===== src/rtl/simplebus_pkg.sv =====
// Shared constants, state encoding and parity helper for the simple-bus
// master: opcode values, frame geometry and the odd-parity rule applied
// to every byte in both directions.
package simplebus_pkg;

  localparam logic [7:0] OP_READ      = 8'h02;
  localparam logic [7:0] OP_WRITE     = 8'h03;
  localparam logic [7:0] OP_READ_ACK  = 8'h82;
  localparam logic [7:0] OP_WRITE_ACK = 8'h83;

  localparam int ADDR_BYTES = 4;
  localparam int DATA_BYTES = 8;

  // Outgoing frame lengths: opcode + address (+ select + data for writes).
  localparam int RD_LEN = 1 + ADDR_BYTES;
  localparam int WR_LEN = 1 + ADDR_BYTES + 1 + DATA_BYTES;

  typedef enum logic [2:0] {
    IDLE,
    SEND,
    WAIT_ACK,
    RECV_DATA,
    RESP
  } state_e;

  // Odd parity: the parity bit makes the total count of ones in
  // {byte, parity} odd, i.e. it is the XNOR-reduction of the byte.
  function automatic logic odd_parity(input logic [7:0] b);
    return ~^b;
  endfunction

endpackage


===== src/rtl/simplebus_master_if.sv =====
// Wishbone-style request/response signals between a host and the
// simple-bus master. Signal names carry the direction as seen by the
// master block (its slave side), so the DUT uses the slave modport.
interface simplebus_master_if;

  logic [31:0] wb_adr_i;
  logic [63:0] wb_dat_i;
  logic [7:0]  wb_sel_i;
  logic        wb_we_i;
  logic        wb_cyc_i;
  logic        wb_stb_i;
  logic [63:0] wb_dat_o;
  logic        wb_ack_o;
  logic        wb_stall_o;

  // Host side: issues requests, observes data/ack/stall.
  modport master (
    output wb_adr_i, wb_dat_i, wb_sel_i, wb_we_i, wb_cyc_i, wb_stb_i,
    input  wb_dat_o, wb_ack_o, wb_stall_o
  );

  // Bus-master side: accepts requests, returns data/ack/stall.
  modport slave (
    input  wb_adr_i, wb_dat_i, wb_sel_i, wb_we_i, wb_cyc_i, wb_stb_i,
    output wb_dat_o, wb_ack_o, wb_stall_o
  );

endinterface


===== src/rtl/simplebus_master.sv =====
// Bridges single Wishbone requests onto a byte-wide external bus.
// A request is serialised as opcode/address(/select/data) one byte per
// cycle, then the block waits for the device's ack opcode (with timeout),
// collects 8 read-data bytes for reads, and returns one ack pulse.
// Protocol, parity and timeout problems are recorded in sticky flags.
module simplebus_master
  import simplebus_pkg::*;
#(
  parameter int TIMEOUT_CYCLES = 1024
) (
  input  logic                clk,
  input  logic                rst,
  simplebus_master_if.slave   wb,
  output logic [7:0]          bus_out,
  output logic                bus_pty_out,
  input  logic [7:0]          bus_in,
  input  logic                bus_pty_in,
  output logic [2:0]          err_o,
  input  logic                err_clr_i
);

  localparam int TW = $clog2(TIMEOUT_CYCLES + 1);
  localparam logic [TW-1:0] TMO_LAST  = TW'(TIMEOUT_CYCLES - 1);
  localparam logic [3:0]    SEL_IDX   = 4'(1 + ADDR_BYTES);
  localparam logic [3:0]    DATA_IDX  = 4'(2 + ADDR_BYTES);
  localparam logic [3:0]    LAST_RX   = 4'(DATA_BYTES - 1);

  state_e        state_q;
  logic [3:0]    idx_q;      // shared byte index for SEND and RECV_DATA
  logic [31:0]   adr_q;
  logic [63:0]   buf_q;      // write data on the way out, read data on the way in
  logic [7:0]    sel_q;
  logic          we_q;
  logic [63:0]   rdata_q;    // last completed read, held for the host
  logic [7:0]    bus_out_q;
  logic          ack_q;
  logic [TW-1:0] tmo_q;
  logic [2:0]    err_q;      // {timeout, protocol, parity}

  logic [7:0]    tx_byte;
  logic [7:0]    rx_byte;
  logic [7:0]    exp_ack;
  logic [3:0]    frame_len;
  logic          pty_bad;
  logic          ack_hit;
  logic          proto_ev;
  logic          tmo_ev;

  // Incoming byte checks; a corrupted byte reads as "nothing yet" while
  // waiting for the ack so it can never be mistaken for an opcode.
  assign pty_bad   = (bus_pty_in != odd_parity(bus_in));
  assign rx_byte   = pty_bad ? 8'h00 : bus_in;
  assign exp_ack   = we_q ? OP_WRITE_ACK : OP_READ_ACK;
  assign frame_len = we_q ? 4'(WR_LEN) : 4'(RD_LEN);
  assign ack_hit   = (state_q == WAIT_ACK) && (rx_byte == exp_ack);
  assign proto_ev  = (state_q == WAIT_ACK) && (rx_byte != 8'h00) &&
                     (rx_byte != exp_ack);
  assign tmo_ev    = (state_q == WAIT_ACK) && !ack_hit && (tmo_q == TMO_LAST);

  // Select the outgoing byte for the current frame position (1..13).
  always_comb begin
    // NOTE: every always_comb output gets a default first so no path can
    // leave it unassigned and infer a latch.
    tx_byte = 8'h00;
    if (idx_q < SEL_IDX) begin
      tx_byte = 8'(adr_q >> {idx_q - 4'd1, 3'b000});
    end else if (idx_q == SEL_IDX) begin
      tx_byte = sel_q;
    end else begin
      tx_byte = 8'(buf_q >> {idx_q - DATA_IDX, 3'b000});
    end
  end

  // Transaction FSM: accept, serialise, await ack, collect data, respond.
  always_ff @(posedge clk or posedge rst) begin
    // NOTE: sequential state uses non-blocking assignments so every
    // register sees pre-edge values regardless of statement order.
    if (rst) begin
      state_q   <= IDLE;
      idx_q     <= '0;
      adr_q     <= '0;
      buf_q     <= '0;
      sel_q     <= '0;
      we_q      <= 1'b0;
      rdata_q   <= '0;
      bus_out_q <= '0;
      ack_q     <= 1'b0;
      tmo_q     <= '0;
    end else begin
      ack_q <= 1'b0;
      case (state_q)
        IDLE: begin
          if (wb.wb_cyc_i && wb.wb_stb_i) begin
            adr_q     <= wb.wb_adr_i;
            buf_q     <= wb.wb_dat_i;
            sel_q     <= wb.wb_sel_i;
            we_q      <= wb.wb_we_i;
            bus_out_q <= wb.wb_we_i ? OP_WRITE : OP_READ;
            idx_q     <= 4'd1;
            state_q   <= SEND;
          end
        end
        SEND: begin
          if (idx_q == frame_len) begin
            bus_out_q <= 8'h00;
            tmo_q     <= '0;
            state_q   <= WAIT_ACK;
          end else begin
            bus_out_q <= tx_byte;
            idx_q     <= idx_q + 4'd1;
          end
        end
        WAIT_ACK: begin
          if (ack_hit) begin
            if (we_q) begin
              ack_q   <= 1'b1;
              state_q <= RESP;
            end else begin
              idx_q   <= '0;
              state_q <= RECV_DATA;
            end
          end else if (tmo_ev) begin
            rdata_q <= '1;
            ack_q   <= 1'b1;
            state_q <= RESP;
          end else begin
            tmo_q <= tmo_q + TW'(1);
          end
        end
        RECV_DATA: begin
          // Bytes arrive LSB first; shift in at the top. Corrupted bytes
          // are kept as received, only the parity flag records them.
          buf_q <= {bus_in, buf_q[63:8]};
          idx_q <= idx_q + 4'd1;
          if (idx_q == LAST_RX) begin
            rdata_q <= {bus_in, buf_q[63:8]};
            ack_q   <= 1'b1;
            state_q <= RESP;
          end
        end
        RESP: begin
          state_q <= IDLE;
        end
        default: begin
          state_q <= IDLE;
        end
      endcase
    end
  end

  // Sticky error flags; a new event in the clear cycle still sets its flag.
  always_ff @(posedge clk or posedge rst) begin
    if (rst) begin
      err_q <= '0;
    end else begin
      err_q <= (err_clr_i ? 3'b000 : err_q) | {tmo_ev, proto_ev, pty_bad};
    end
  end

  // The bus sequence always completes; only the host-visible ack is
  // withheld if the host abandoned the cycle.
  assign wb.wb_ack_o   = ack_q & wb.wb_cyc_i;
  assign wb.wb_stall_o = (state_q != IDLE);
  assign wb.wb_dat_o   = rdata_q;
  assign bus_out       = bus_out_q;
  assign bus_pty_out   = odd_parity(bus_out_q);
  assign err_o         = err_q;

endmodule


===== src/flat_wrapper.sv =====
// flat-port wrapper written by rule: the top's interface ports become plain ports
module simplebus_master_flat import simplebus_pkg::*;
#(
  parameter int TIMEOUT_CYCLES = 1024
)
  (clk, rst, bus_out, bus_pty_out, bus_in, bus_pty_in, err_o, err_clr_i, wb_wb_adr_i, wb_wb_dat_i, wb_wb_sel_i, wb_wb_we_i, wb_wb_cyc_i, wb_wb_stb_i, wb_wb_dat_o, wb_wb_ack_o, wb_wb_stall_o);
  simplebus_master_if wb_i ();
  input  logic clk;
  input  logic rst;
  output logic [7:0] bus_out;
  output logic bus_pty_out;
  input  logic [7:0] bus_in;
  input  logic bus_pty_in;
  output logic [2:0] err_o;
  input  logic err_clr_i;
  input wire logic [$bits(wb_i.wb_adr_i)-1:0] wb_wb_adr_i;
  input wire logic [$bits(wb_i.wb_dat_i)-1:0] wb_wb_dat_i;
  input wire logic [$bits(wb_i.wb_sel_i)-1:0] wb_wb_sel_i;
  input wire logic [$bits(wb_i.wb_we_i)-1:0] wb_wb_we_i;
  input wire logic [$bits(wb_i.wb_cyc_i)-1:0] wb_wb_cyc_i;
  input wire logic [$bits(wb_i.wb_stb_i)-1:0] wb_wb_stb_i;
  output wire logic [$bits(wb_i.wb_dat_o)-1:0] wb_wb_dat_o;
  output wire logic [$bits(wb_i.wb_ack_o)-1:0] wb_wb_ack_o;
  output wire logic [$bits(wb_i.wb_stall_o)-1:0] wb_wb_stall_o;
  assign wb_i.wb_adr_i = wb_wb_adr_i;
  assign wb_i.wb_dat_i = wb_wb_dat_i;
  assign wb_i.wb_sel_i = wb_wb_sel_i;
  assign wb_i.wb_we_i = wb_wb_we_i;
  assign wb_i.wb_cyc_i = wb_wb_cyc_i;
  assign wb_i.wb_stb_i = wb_wb_stb_i;
  assign wb_wb_dat_o = wb_i.wb_dat_o;
  assign wb_wb_ack_o = wb_i.wb_ack_o;
  assign wb_wb_stall_o = wb_i.wb_stall_o;
  simplebus_master #(.TIMEOUT_CYCLES(TIMEOUT_CYCLES)) u_core (.clk(clk), .rst(rst), .wb(wb_i), .bus_out(bus_out), .bus_pty_out(bus_pty_out), .bus_in(bus_in), .bus_pty_in(bus_pty_in), .err_o(err_o), .err_clr_i(err_clr_i));
endmodule

===== config.mk =====
export PLATFORM = sky130hd
export DESIGN_NAME = simplebus_master_flat
export DESIGN_NICKNAME = d
export VERILOG_FILES = /design/src/rtl/simplebus_pkg.sv /design/src/rtl/simplebus_master_if.sv /design/src/rtl/simplebus_master.sv /design/src/flat_wrapper.sv
export SDC_FILE = /design/constraint.sdc
export NUM_CORES = 1
export LEC_CHECK = 0
export CORE_MARGIN = 2
export CORE_UTILIZATION = 60
export DETAILED_ROUTE_END_ITERATION = 8
export DONT_BUFFER_PORTS = 1
export GPL_TIMING_DRIVEN = 0
export PLACE_DENSITY_LB_ADDON = 0.05
export SKIP_LAST_GASP = 1
export SLEW_MARGIN = 0
export SYNTH_ARGS = -nofsm -noshare
export SYNTH_HDL_FRONTEND = slang
export SYNTH_SLANG_ARGS = --single-unit

===== constraint.sdc =====
create_clock -name clk -period 7.25 [get_ports clk]
set_input_delay 1.0875 -clock clk [delete_from_list [all_inputs] [get_ports clk]]
set_output_delay 1.0875 -clock clk [all_outputs]
set_load 0.01 [all_outputs]

After elaboration in Yosys (flattened, before gate mapping)
Index checks and enable logic that the tools add are counted.
{"block": "totals", "regBits": 199, "word_cells": 101}
{"block": "classes", "n_addsub": 4, "order_cmp": 1, "n_eq_ne": 20, "n_shift": 2, "mux": 37, "n_bitwise": 2, "n_reduce_logical": 24}
{"operator": "$mux W64", "count": 4}
{"operator": "$pmux W64 S2", "count": 2}
{"operator": "$shr A64 B7 Y8", "count": 1}
{"operator": "$mux W8", "count": 5}
{"operator": "$mux W11", "count": 3}
{"operator": "$shr A32 B7 Y8", "count": 1}
{"operator": "$pmux W11 S2", "count": 1}
{"operator": "$mux W3", "count": 7}
{"operator": "$mux W4", "count": 5}
{"operator": "$pmux W4 S4", "count": 1}
{"operator": "$pmux W8 S2", "count": 1}
{"operator": "$reduce_xnor A8 Y1", "count": 2}
{"operator": "$pmux W3 S4", "count": 1}
{"operator": "$reduce_and A4 Y1", "count": 3}
{"operator": "$add A11 B1 Y11 const B", "count": 1}
{"operator": "$eq A11 B10 Y1 const B", "count": 1}
{"operator": "$ne A2 B1 Y1 const B", "count": 5}
{"operator": "$eq A4 B3 Y1 const B", "count": 2}
{"operator": "$eq A8 B8 Y1", "count": 1}
{"operator": "$ne A2 B2 Y1 const B", "count": 4}
{"operator": "$ne A8 B8 Y1", "count": 1}
{"operator": "$reduce_bool A2 Y1", "count": 4}
{"operator": "$reduce_bool A8 Y1", "count": 1}
{"operator": "$eq A3 B2 Y1 const B", "count": 2}
{"operator": "other kinds (19)", "count": 31}

Depth between registers and ports, before layout
Gate-level depths: netlist of the first run.
{"block": "logic_depth", "ltp_word": 11, "ltp_mapped": 10, "mapped_depth_nobuf": 7}

Least setup slack after synthesis of the first run
No wires, ideal clock.
{"block": "synth_timing", "path_kind": "input-to-reg", "start": "input bus_in[2]", "end": "register u_core.rdata_q[0], in the netlist u_core.wb.wb_dat_o[0]", "arrival_ns": 2.862, "required_time_ns": 7.116, "path_slack_ns": 4.254, "stages": 7, "path_cell_list": "xnor3_1 xnor3_1 mux2_2 nand4b_1 buf_2 buf_1 nand2_1"}
{"block": "synth_via", "elab_chain_len": 10, "word_cells_on_any_way": 11}
{"item": "start: declaration", "line": "flat_wrapper.sv:12", "source": "input logic [7:0] bus_in;"}
{"item": "$reduce_xnor A8 Y1", "line": "simplebus_pkg.sv:29", "source": "return ~^b;"}
{"item": "$ne A1 B1 Y1", "line": "simplebus_master.sv:51", "source": "assign pty_bad = (bus_pty_in != odd_parity(bus_in));"}
{"item": "$mux W8 (*)", "line": "simplebus_master.sv:52", "source": "assign rx_byte = pty_bad ? 8'h00 : bus_in;"}
{"item": "$eq A8 B8 Y1 (*)", "line": "simplebus_master.sv:55", "source": "assign ack_hit = (state_q == WAIT_ACK) && (rx_byte == exp_ack);"}
{"item": "$logic_and A1 B1 Y1 (*)", "line": "simplebus_master.sv:55"}
{"item": "$logic_not A1 Y1", "line": "simplebus_master.sv:58", "source": "assign tmo_ev = (state_q == WAIT_ACK) && !ack_hit && (tmo_q == TMO_LAST);"}
{"item": "$logic_and A1 B1 Y1 (2 in a row)", "line": "simplebus_master.sv:58"}
{"item": "$ne A2 B1 Y1 (no line)"}
{"item": "$reduce_and A4 Y1 (no line) (*)"}
{"item": "end signal: assignment", "line": "simplebus_master.sv:136", "source": "rdata_q <= {bus_in, buf_q[63:8]};"}
{"item": "end: declaration", "line": "simplebus_master.sv:34", "source": "logic [63:0] rdata_q;"}
Every way passes the cells marked *; elsewhere a longest branch is shown, timed or not.
A chain may end at the register's enable or synchronous reset.

Worst setup path after layout of the first run
{"block": "layout_timing", "start": "register u_core.idx_q[0]", "end": "register u_core.bus_out_q[0], in the netlist u_core.bus_out[0]"}
{"block": "layout_via", "elab_chain_len": 6, "word_cells_on_any_way": 11}
{"item": "start: declaration", "line": "simplebus_master.sv:29", "source": "logic [3:0] idx_q;"}
{"item": "start signal: assignment", "line": "simplebus_master.sv:110", "source": "idx_q <= idx_q + 4'd1;"}
{"item": "start signal: assignment", "line": "simplebus_master.sv:134", "source": "idx_q <= idx_q + 4'd1;"}
{"item": "$sub A4 B3 Y4", "line": "simplebus_master.sv:70", "source": "tx_byte = 8'(buf_q >> {idx_q - DATA_IDX, 3'b000});"}
{"item": "$shr A64 B7 Y8", "line": "simplebus_master.sv:70"}
{"item": "$mux W8", "line": "simplebus_master.sv:67", "source": "end else if (idx_q == SEL_IDX) begin"}
{"item": "$mux W8", "line": "simplebus_master.sv:65", "source": "if (idx_q < SEL_IDX) begin"}
{"item": "$mux W8 (*)", "line": "simplebus_master.sv:104", "source": "if (idx_q == frame_len) begin"}
{"item": "$pmux W8 S2 (*)", "line": "simplebus_master.sv:91", "source": "case (state_q)"}
{"item": "end signal: assignment", "line": "simplebus_master.sv:98", "source": "bus_out_q <= wb.wb_we_i ? OP_WRITE : OP_READ;"}
{"item": "end signal: assignment", "line": "simplebus_master.sv:109", "source": "bus_out_q <= tx_byte;"}
{"item": "end: declaration", "line": "simplebus_master.sv:35", "source": "logic [7:0] bus_out_q;"}
Marked as above.

==> results of run 1 <==
## sequential cells by signal, summed over array words and instances, names as in the netlist
name and count:
u_core.buf_q 64, u_core.wb.wb_dat_o 64, u_core.adr_q 32, u_core.tmo_q 11, u_core.bus_out 8, u_core.sel_q 8
u_core.idx_q 4, u_core.err_o 3, u_core.state_q 3, u_core.ack_q 1, u_core.we_q 1
## worst max path at each step
stage	startpoint	endpoint
after global routing	u_core.idx_q[0]$_DFFE_PP0P_	u_core.bus_out[1]$_DFFE_PP0P_
after CTS	u_core.idx_q[0]$_DFFE_PP0P_	u_core.bus_out[0]$_DFFE_PP0P_
after floorplan	rst	u_core.ack_q$_DFF_PP0_
after global placement	rst	u_core.adr_q[31]$_DFFE_PP0P_
final	u_core.idx_q[0]$_DFFE_PP0P_	u_core.bus_out[0]$_DFFE_PP0P_
after detailed placement	u_core.idx_q[0]$_DFFE_PP0P_	u_core.bus_out[3]$_DFFE_PP0P_
## stage by stage
stage	utilization, %	hold WS, ns	area, um^2	worst slack [ns]	total power [mW]
final	67.0	0.511	10600	3.47	4.97
after global routing	67.0	0.525	10600	3.29	5.25
after CTS	67.0	0.509	10600	3.50	4.96
after detailed placement	63.3	0.492	10100	3.51	4.00
after global placement	63.1	0.487	10000	-1.08	3.91
after floorplan	-	0.475	9750	0.737	3.41
## power by group
group	leakage [nW]	switching [mW]	internal (mW)
registers	2.18	0.531	1.58
clock network	0.284	0.455	0.505
logic	1.60	1.03	0.862
## placed cells by master, fill, tap and decap left out, types with 3 or more instances in the layout
cell type                   Yosys  routed
sky130_fd_sc_hd__mux2i_1      140     140
sky130_fd_sc_hd__a21oi_1       82      82
sky130_fd_sc_hd__mux2_2        44      44
sky130_fd_sc_hd__buf_1          8       8
sky130_fd_sc_hd__clkinv_4       0       3
sky130_fd_sc_hd__a31o_2         4       4
sky130_fd_sc_hd__inv_1         10       9
sky130_fd_sc_hd__and2_1         4       4
sky130_fd_sc_hd__inv_8          0       4
sky130_fd_sc_hd__xnor2_1       13      13
sky130_fd_sc_hd__a31oi_1        4       4
sky130_fd_sc_hd__inv_6          0       3
sky130_fd_sc_hd__nand3_1       14      14
sky130_fd_sc_hd__clkbuf_1      35      36
sky130_fd_sc_hd__ha_1           7       7
sky130_fd_sc_hd__dfrtp_1      199     199
sky130_fd_sc_hd__mux4_2        20      20
sky130_fd_sc_hd__nor3_1         3       3
sky130_fd_sc_hd__nand4_1        5       5
sky130_fd_sc_hd__o21ai_0        7       7
sky130_fd_sc_hd__and3_1         4       4
sky130_fd_sc_hd__nor2_1        78      78
sky130_fd_sc_hd__or4_1          4       4
sky130_fd_sc_hd__o31ai_1        4       4
sky130_fd_sc_hd__o22ai_1       10      10
sky130_fd_sc_hd__nand2_1       87      87
sky130_fd_sc_hd__mux4_1         4       4
sky130_fd_sc_hd__buf_2         10      10
sky130_fd_sc_hd__a32o_1         7       7
sky130_fd_sc_hd__clkbuf_16      0      17
sky130_fd_sc_hd__a22o_1         4       4
sky130_fd_sc_hd__nor2b_1        5       5
## metal layers
metal	GRT usage (%)	share of wire (%)
met1	42.5	41
met2	49.0	48
met3	9.26	9.0
met4	8.51	2.0
met5	0	0
## cell type report
cell class	count	area (um^2)	share of cell area [%]
flip-flops and latches	199	4980	46.8
repair buffers	1	27.5	0.259
well taps	216	270	2.54
inverters	10	45.0	0.423
clock inverters	12	131	1.23
multi-input cells	585	4500	42.3
clock buffers	20	457	4.29
plain buffers	55	234	2.20
## cell families after synthesis
group / synth area share [%]
XOR/XNOR: 1.63
adder cells (fa/ha/maj): 0.898
multiplexers: 25.1
AND/OR/NAND/NOR: 9.80
buffers and inverters: 2.78
flip-flops: 51.1
AO/OA/AOI/OAI: 8.67
==> results_dict.tcl, run 1 <==
set metrics [dict create \
    dr.first_iter.drc_count 573 \
    synth_cells 849 \
    drt-wirelength-per-cell_um 23.8 \
    report.final.hold_viol_count 0 \
    yosysSeqAreaShare_pct 51.1 \
    syn_avg_cell_area_um2 11.5 \
    grt_setup_unrepaired "false" \
    power.static_leakage_nw 4.06 \
    cts_resized 0 \
    cts.repair_timing.setup_buffer_count 0 \
    type_of_the_worst_setup_path "reg -> reg" \
    max_vdd_drop_uv 221 \
    power-per-cell-area_nw_per_um2 466 \
    total_routing_resource_utilization_after_global_routing_pct 31.1 \
    gp_congestion 0.878 \
    critical-path-max-stage-delay_ns 0.71 \
    dieHeight_um 131 \
    num_antenna_cells 0 \
    synthMostInstantiatedCell "sky130_fd_sc_hd__dfrtp_1" \
    most_frequent_cells_after_synthesis "sky130_fd_sc_hd__dfrtp_1 (199), sky130_fd_sc_hd__mux2i_1 (140), sky130_fd_sc_hd__nand2_1 (87)" \
    cts-root-to-sink-buffers 2 \
    worstMarginPinSlew_ns 1.11 \
    endpoint_kind "flip-flop" \
    final_max_slew_viol_count 0 \
    critical_path_peak_fanout 10 \
    final.fill_count 1248 \
    hold_path_end "u_core.adr_q[27]$_DFFE_PP0P_" \
    tritoncts_clock_tree "built" \
    clockRootBuffer "sky130_fd_sc_hd__clkbuf_16" \
    wl_mm 26.2 \
    routed-via-count 6962 \
    ctsHoldBuffers 0 \
    core_um2 15900 \
    required_ns 7.58 \
    grt_first_pass_wirelength_mm 41.7 \
    cts_made_buffers 17 \
    r2r_cells 9 \
    design.portCount 197 \
    count_of_h_tree_levels_built_during_cts 4 \
    numClockSinks 199 \
    crit_path_cell_trace "clkbuf_1 -> clkbuf_1 -> inv_1 -> ha_1 -> clkbuf_1 -> mux4_2 -> nand3_1 -> nand2_1 -> a31o_2" \
    synth_top_flop_cell "sky130_fd_sc_hd__dfrtp_1" \
    post_layout_nonfiller_instances 1098 \
    detail_route.drc_violations 0 \
    outcome "finished, final reports clean" \
    synth_nets 975 \
    synthArstFlopShare_pct 100 \
    path_depth 9 \
    critPathSlowestCell "sky130_fd_sc_hd__clkbuf_1" \
    post-synth-top-area-cell "sky130_fd_sc_hd__dfrtp_1" \
    final.setup.tns_ns 0 \
    start_kind "flip-flop" \
    globalRoute.totalOverflow 0 \
    critical_hold_path_startpoint "u_core.adr_q[27]$_DFFE_PP0P_" \
    ys_ff_latch 199 \
    finish.net_count 995 \
    rows 46 \
    ant_nets 0 \
    post-synth-top-area-fraction_pct 51.1 \
    synth.lib_cells_used.distinct 54 \
    clkTransAtPathRegs_ns 0.08 \
    average_vias_per_placed_instance 6.34 \
    timing.final.setup_violations 0 \
    period_share_pct 52.1 \
    number_of_synthesized_flops_with_an_enable_pin 0 \
    worst-endpoint-arrival_ns 4.10 \
    crit-reg2reg-launch "u_core.idx_q[0]$_DFFE_PP0P_" \
    floorplan.die.width_um 131 \
    path_buf_inv 4 \
    clk_latency_ns 0.44 \
    floorplan.initialDensity_pct 61.4 \
    min_path_cells 1 \
    relSlewSlack_pct 25.6 \
    min-delay-path-class "reg -> reg" \
    grt_max_degree 102 \
    number_of_antenna_violations_at_the_first_check_in_global_routing 0 \
    reg2reg_to "u_core.bus_out[0]$_DFFE_PP0P_" \
    post_synth_instance_area_um2 9750 \
    synthToLayoutAreaGrowth_pct 9.16 \
    layout_min_cycle_time_ns 3.78 \
    synth.area.top_cells "sky130_fd_sc_hd__dfrtp_1 (51%), sky130_fd_sc_hd__mux2i_1 (14%), sky130_fd_sc_hd__mux2_2 (5.1%), sky130_fd_sc_hd__mux4_2 (4.6%), sky130_fd_sc_hd__a21oi_1 (4.2%)" \
    critPathTopFamily "buffers and inverters" \
    grt_pass1_vias 7313 \
    reg2reg_setup_slack_ns 3.47 \
    port_buffers 0 \
    timing.max_cap.violations 0 \
    die-area_um2 17300 \
    drt_pre_antenna_iters 5 \
    fin_clk_skew_ns 0.0109 \
    dp_hpwl_mm 19.3 \
    achievable-frequency_mhz 265 \
    crit_top_cell "sky130_fd_sc_hd__clkbuf_1" \
    yosysWarnings 0 \
    final_layout_size_suffix_gt1_share_pct 13.5 \
    placed_cells_incl_taps 1066 \
]
(Power assumes the default switching activity.)
==> run 2, diff against run 1 <==
--- a/config.mk
+++ b/config.mk
@@ -5,6 +5,7 @@
 export SDC_FILE = /design/constraint.sdc
 export NUM_CORES = 1
 export LEC_CHECK = 0
+export ABC_AREA = 1
 export CORE_MARGIN = 2
 export CORE_UTILIZATION = 60
 export DETAILED_ROUTE_END_ITERATION = 8
==> constraint.sdc (replaced) <==
create_clock -name clk -period 3.6 [get_ports clk]
set_input_delay 0.54 -clock clk [delete_from_list [all_inputs] [get_ports clk]]
set_output_delay 0.54 -clock clk [all_outputs]
set_load 0.01 [all_outputs]
==> results_dict.tcl, run 2 <==
set metrics [dict create \
    number_of_antenna_violations_at_the_first_check_in_global_routing 0 \
    whs_ns 0.209 \
    cts-root-to-sink-buffers 2 \
    rows 48 \
    report.final.hold_viol_count 0 \
    post-synth-top-area-cell "sky130_fd_sc_hd__dfrtp_1" \
    start_kind "flip-flop" \
    num_antenna_cells 0 \
    post-layout-total-power_mw 10.9 \
    dp_hpwl_mm 22.7 \
    max_vdd_drop_uv 501 \
    tritoncts_clock_tree "built" \
    type_of_the_worst_setup_path "reg -> reg" \
    synth_nets 1480 \
    worst-endpoint-arrival_ns 3.44 \
    grt_pass1_vias 9083 \
    grt_first_pass_wirelength_mm 47.5 \
    crit-reg2reg-launch "u_core.idx_q[1]$_DFFE_PP0P_" \
    design.portCount 197 \
    cts_resized 0 \
    final_max_slew_viol_count 0 \
    dr.first_iter.drc_count 891 \
    finish.net_count 1505 \
    min-delay-path-class "in -> reg" \
    critPathSlowestCell "sky130_fd_sc_hd__buf_1" \
    endpoint_kind "flip-flop" \
    mostFrequentLayoutCell "sky130_fd_sc_hd__nand2_1" \
    final.fill_count 1539 \
    drt_pre_antenna_iters 7 \
    layout_min_cycle_time_ns 3.06 \
    path_buf_inv 4 \
    final_layout_size_suffix_gt1_share_pct 10.8 \
    dieHeight_um 137 \
    floorplan.die.width_um 137 \
    synth_cells 1354 \
    gp_congestion 0.978 \
    routed-via-count 9487 \
    placement.setup.worst_slack_ns 0.701 \
    critPathTopFamily "buffers and inverters" \
    count_of_h_tree_levels_built_during_cts 4 \
    most_frequent_cells_after_synthesis "sky130_fd_sc_hd__nand2_1 (361), sky130_fd_sc_hd__dfrtp_1 (199), sky130_fd_sc_hd__inv_1 (128)" \
    clk_latency_ns 0.44 \
    timing.max_cap.violations 0 \
    clockRootBuffer "sky130_fd_sc_hd__clkbuf_16" \
    grt_setup_unrepaired "false" \
    port_buffers 0 \
    layout_setup_ws_ns 0.537 \
    relSlewSlack_pct 48.3 \
    fin_util_pct 66.9 \
    numClockSinks 199 \
    core_um2 17400 \
    placed_cell_area_um2 11100 \
    final_cell_mix "sky130_fd_sc_hd__nand2_1 (361), sky130_fd_sc_hd__dfrtp_1 (199), sky130_fd_sc_hd__inv_1 (127)" \
    crit_path_cell_trace "inv_1 -> buf_1 -> ha_1 -> clkbuf_1 -> clkbuf_1 -> nand2_1 -> a21oi_1 -> o31ai_1 -> nand3_1 -> nand2_1" \
    outcome "finished, final reports clean" \
    achievable-frequency_mhz 326 \
    synthMostInstantiatedCell "sky130_fd_sc_hd__nand2_1" \
    post-synth-top-area-fraction_pct 46.7 \
    critical-path-max-stage-delay_ns 0.62 \
    floorplan.initialDensity_pct 61.5 \
    fin_clk_skew_ns 0.00899 \
    power.static_leakage_nw 5.41 \
    globalRoute.totalOverflow 0 \
    synth_top_flop_cell "sky130_fd_sc_hd__dfrtp_1" \
    reg2reg_setup_slack_ns 0.54 \
    required_ns 3.98 \
    yosysWarnings 0 \
    r2r_cells 10 \
    ys_ff_latch 199 \
    number_of_synthesized_flops_with_an_enable_pin 0 \
    critical_path_peak_fanout 13 \
    placed_cells_incl_taps 1584 \
    detail_route.drc_violations 0 \
    yosysSeqAreaShare_pct 46.7 \
    period_share_pct 85.1 \
    average_vias_per_placed_instance 5.87 \
    wl_mm 30.6 \
    die-area_um2 18900 \
    ant_nets 0 \
    grt_max_degree 45 \
    finish.instance_area_um2 11600 \
    timing.final.setup_violations 0 \
    synthArstFlopShare_pct 100 \
    min_path_cells 2 \
    total_routing_resource_utilization_after_global_routing_pct 33.1 \
    synth.lib_cells_used.distinct 38 \
    hold_path_end "u_core.adr_q[9]$_DFFE_PP0P_" \
    synth.area.top_cells "sky130_fd_sc_hd__dfrtp_1 (47%), sky130_fd_sc_hd__nand2_1 (13%), sky130_fd_sc_hd__nand3_2 (5.9%), sky130_fd_sc_hd__a21oi_1 (5.2%), sky130_fd_sc_hd__inv_1 (4.5%)" \
    post_synth_instance_area_um2 10700 \
    clkTransAtPathRegs_ns 0.07 \
    final.setup.tns_ns 0 \
    worstMarginPinSlew_ns 0.775 \
    drt-wirelength-per-cell_um 18.9 \
    cts_made_buffers 17 \
    power-per-cell-area_nw_per_um2 938 \
    syn_avg_cell_area_um2 7.88 \
    critical_hold_path_startpoint "wb_wb_adr_i[9]" \
    post_layout_nonfiller_instances 1617 \
    reg2reg_to "u_core.bus_out[6]$_DFFE_PP0P_" \
    synthToLayoutAreaGrowth_pct 8.88 \
]
==> run 2: cell types whose count changed in the layout (fill, tap and decap cells not counted), moves of 63 or more <==
cell,delta
sky130_fd_sc_hd__mux2i_1,-140
sky130_fd_sc_hd__o21ai_0,+72
sky130_fd_sc_hd__nand3_1,+77
sky130_fd_sc_hd__inv_1,+118
sky130_fd_sc_hd__nand2_1,+274
sky130_fd_sc_hd__nand3_2,+63
==> run 2: layer usage <==
metal	up-vias	part of all wire [%]	wire length [um]	track usage (%)
met5	-	0	0	0
met4	0	2.0	611	10.3
met3	44	11	3430	9.60
met2	510	45	13600	49.8
met1	4482	42	12900	46.4
li1	4451	-	-	-
==> run 2: timing repair <==
action                                  4_1_cts  5_1_grt
buffers inserted                              0        0
hold buffers                                  1        0
hold endpoints to repair                      4        0
endpoints found under the setup margin        0        0
==> run 2: how the worst max path moves through the flow <==
stage / startpoint / end / slack (ns) / cells after the start
2_1_floorplan: rst / u_core.ack_q$_DFF_PP0_ / 0.49 / 1
3_3_place_gp: rst / u_core.wb.wb_dat_o[20]$_DFFE_PP0P_ / -0.61 / 1
3_5_place_dp: u_core.idx_q[1]$_DFFE_PP0P_ / u_core.bus_out[2]$_DFFE_PP0P_ / 0.70 / 9
4_1_cts: u_core.idx_q[1]$_DFFE_PP0P_ / u_core.bus_out[6]$_DFFE_PP0P_ / 0.60 / 10
5_1_grt: u_core.idx_q[1]$_DFFE_PP0P_ / u_core.bus_out[0]$_DFFE_PP0P_ / 0.38 / 9
6_report: u_core.idx_q[1]$_DFFE_PP0P_ / u_core.bus_out[6]$_DFFE_PP0P_ / 0.54 / 10
==> run 2: cell families after synthesis <==
logic type | synth area share, %
flip-flops | 46.7
AO/OA/AOI/OAI | 12.6
buffers and inverters | 9.52
adder cells (fa/ha/maj) | 0.821
AND/OR/NAND/NOR | 28.9
XOR/XNOR | 1.56
==> run 2: area by class of cell <==
type,instances,area (um^2),share of cell area [%]
buffer,88,494,4.25
clock buffer,19,433,3.73
clock inverter,13,119,1.02
inverter,139,526,4.52
multi-input combinational,928,4680,40.2
sequential,199,4980,42.9
tap,225,282,2.42
timing repair buffer,6,110,0.948
==> run 2: worst reg2reg max path, stage by stage, from the launching register on <==
cell and delay [ns]:
sky130_fd_sc_hd__dfrtp_1 0.44, sky130_fd_sc_hd__inv_1 0.19, sky130_fd_sc_hd__buf_1 0.62, sky130_fd_sc_hd__ha_1 0.37
sky130_fd_sc_hd__clkbuf_1 0.21, sky130_fd_sc_hd__clkbuf_1 0.30, sky130_fd_sc_hd__nand2_1 0.14, sky130_fd_sc_hd__a21oi_1 0.05
sky130_fd_sc_hd__o31ai_1 0.46, sky130_fd_sc_hd__nand3_1 0.15, sky130_fd_sc_hd__nand2_1 0.09
==> run 2: where the power goes <==
group	internal, mW	total (mW)	leakage, nW	switching [mW]
logic	1.63	4.79	2.72	3.17
clock network	0.961	1.85	0.261	0.893
registers	3.30	4.25	2.43	0.948
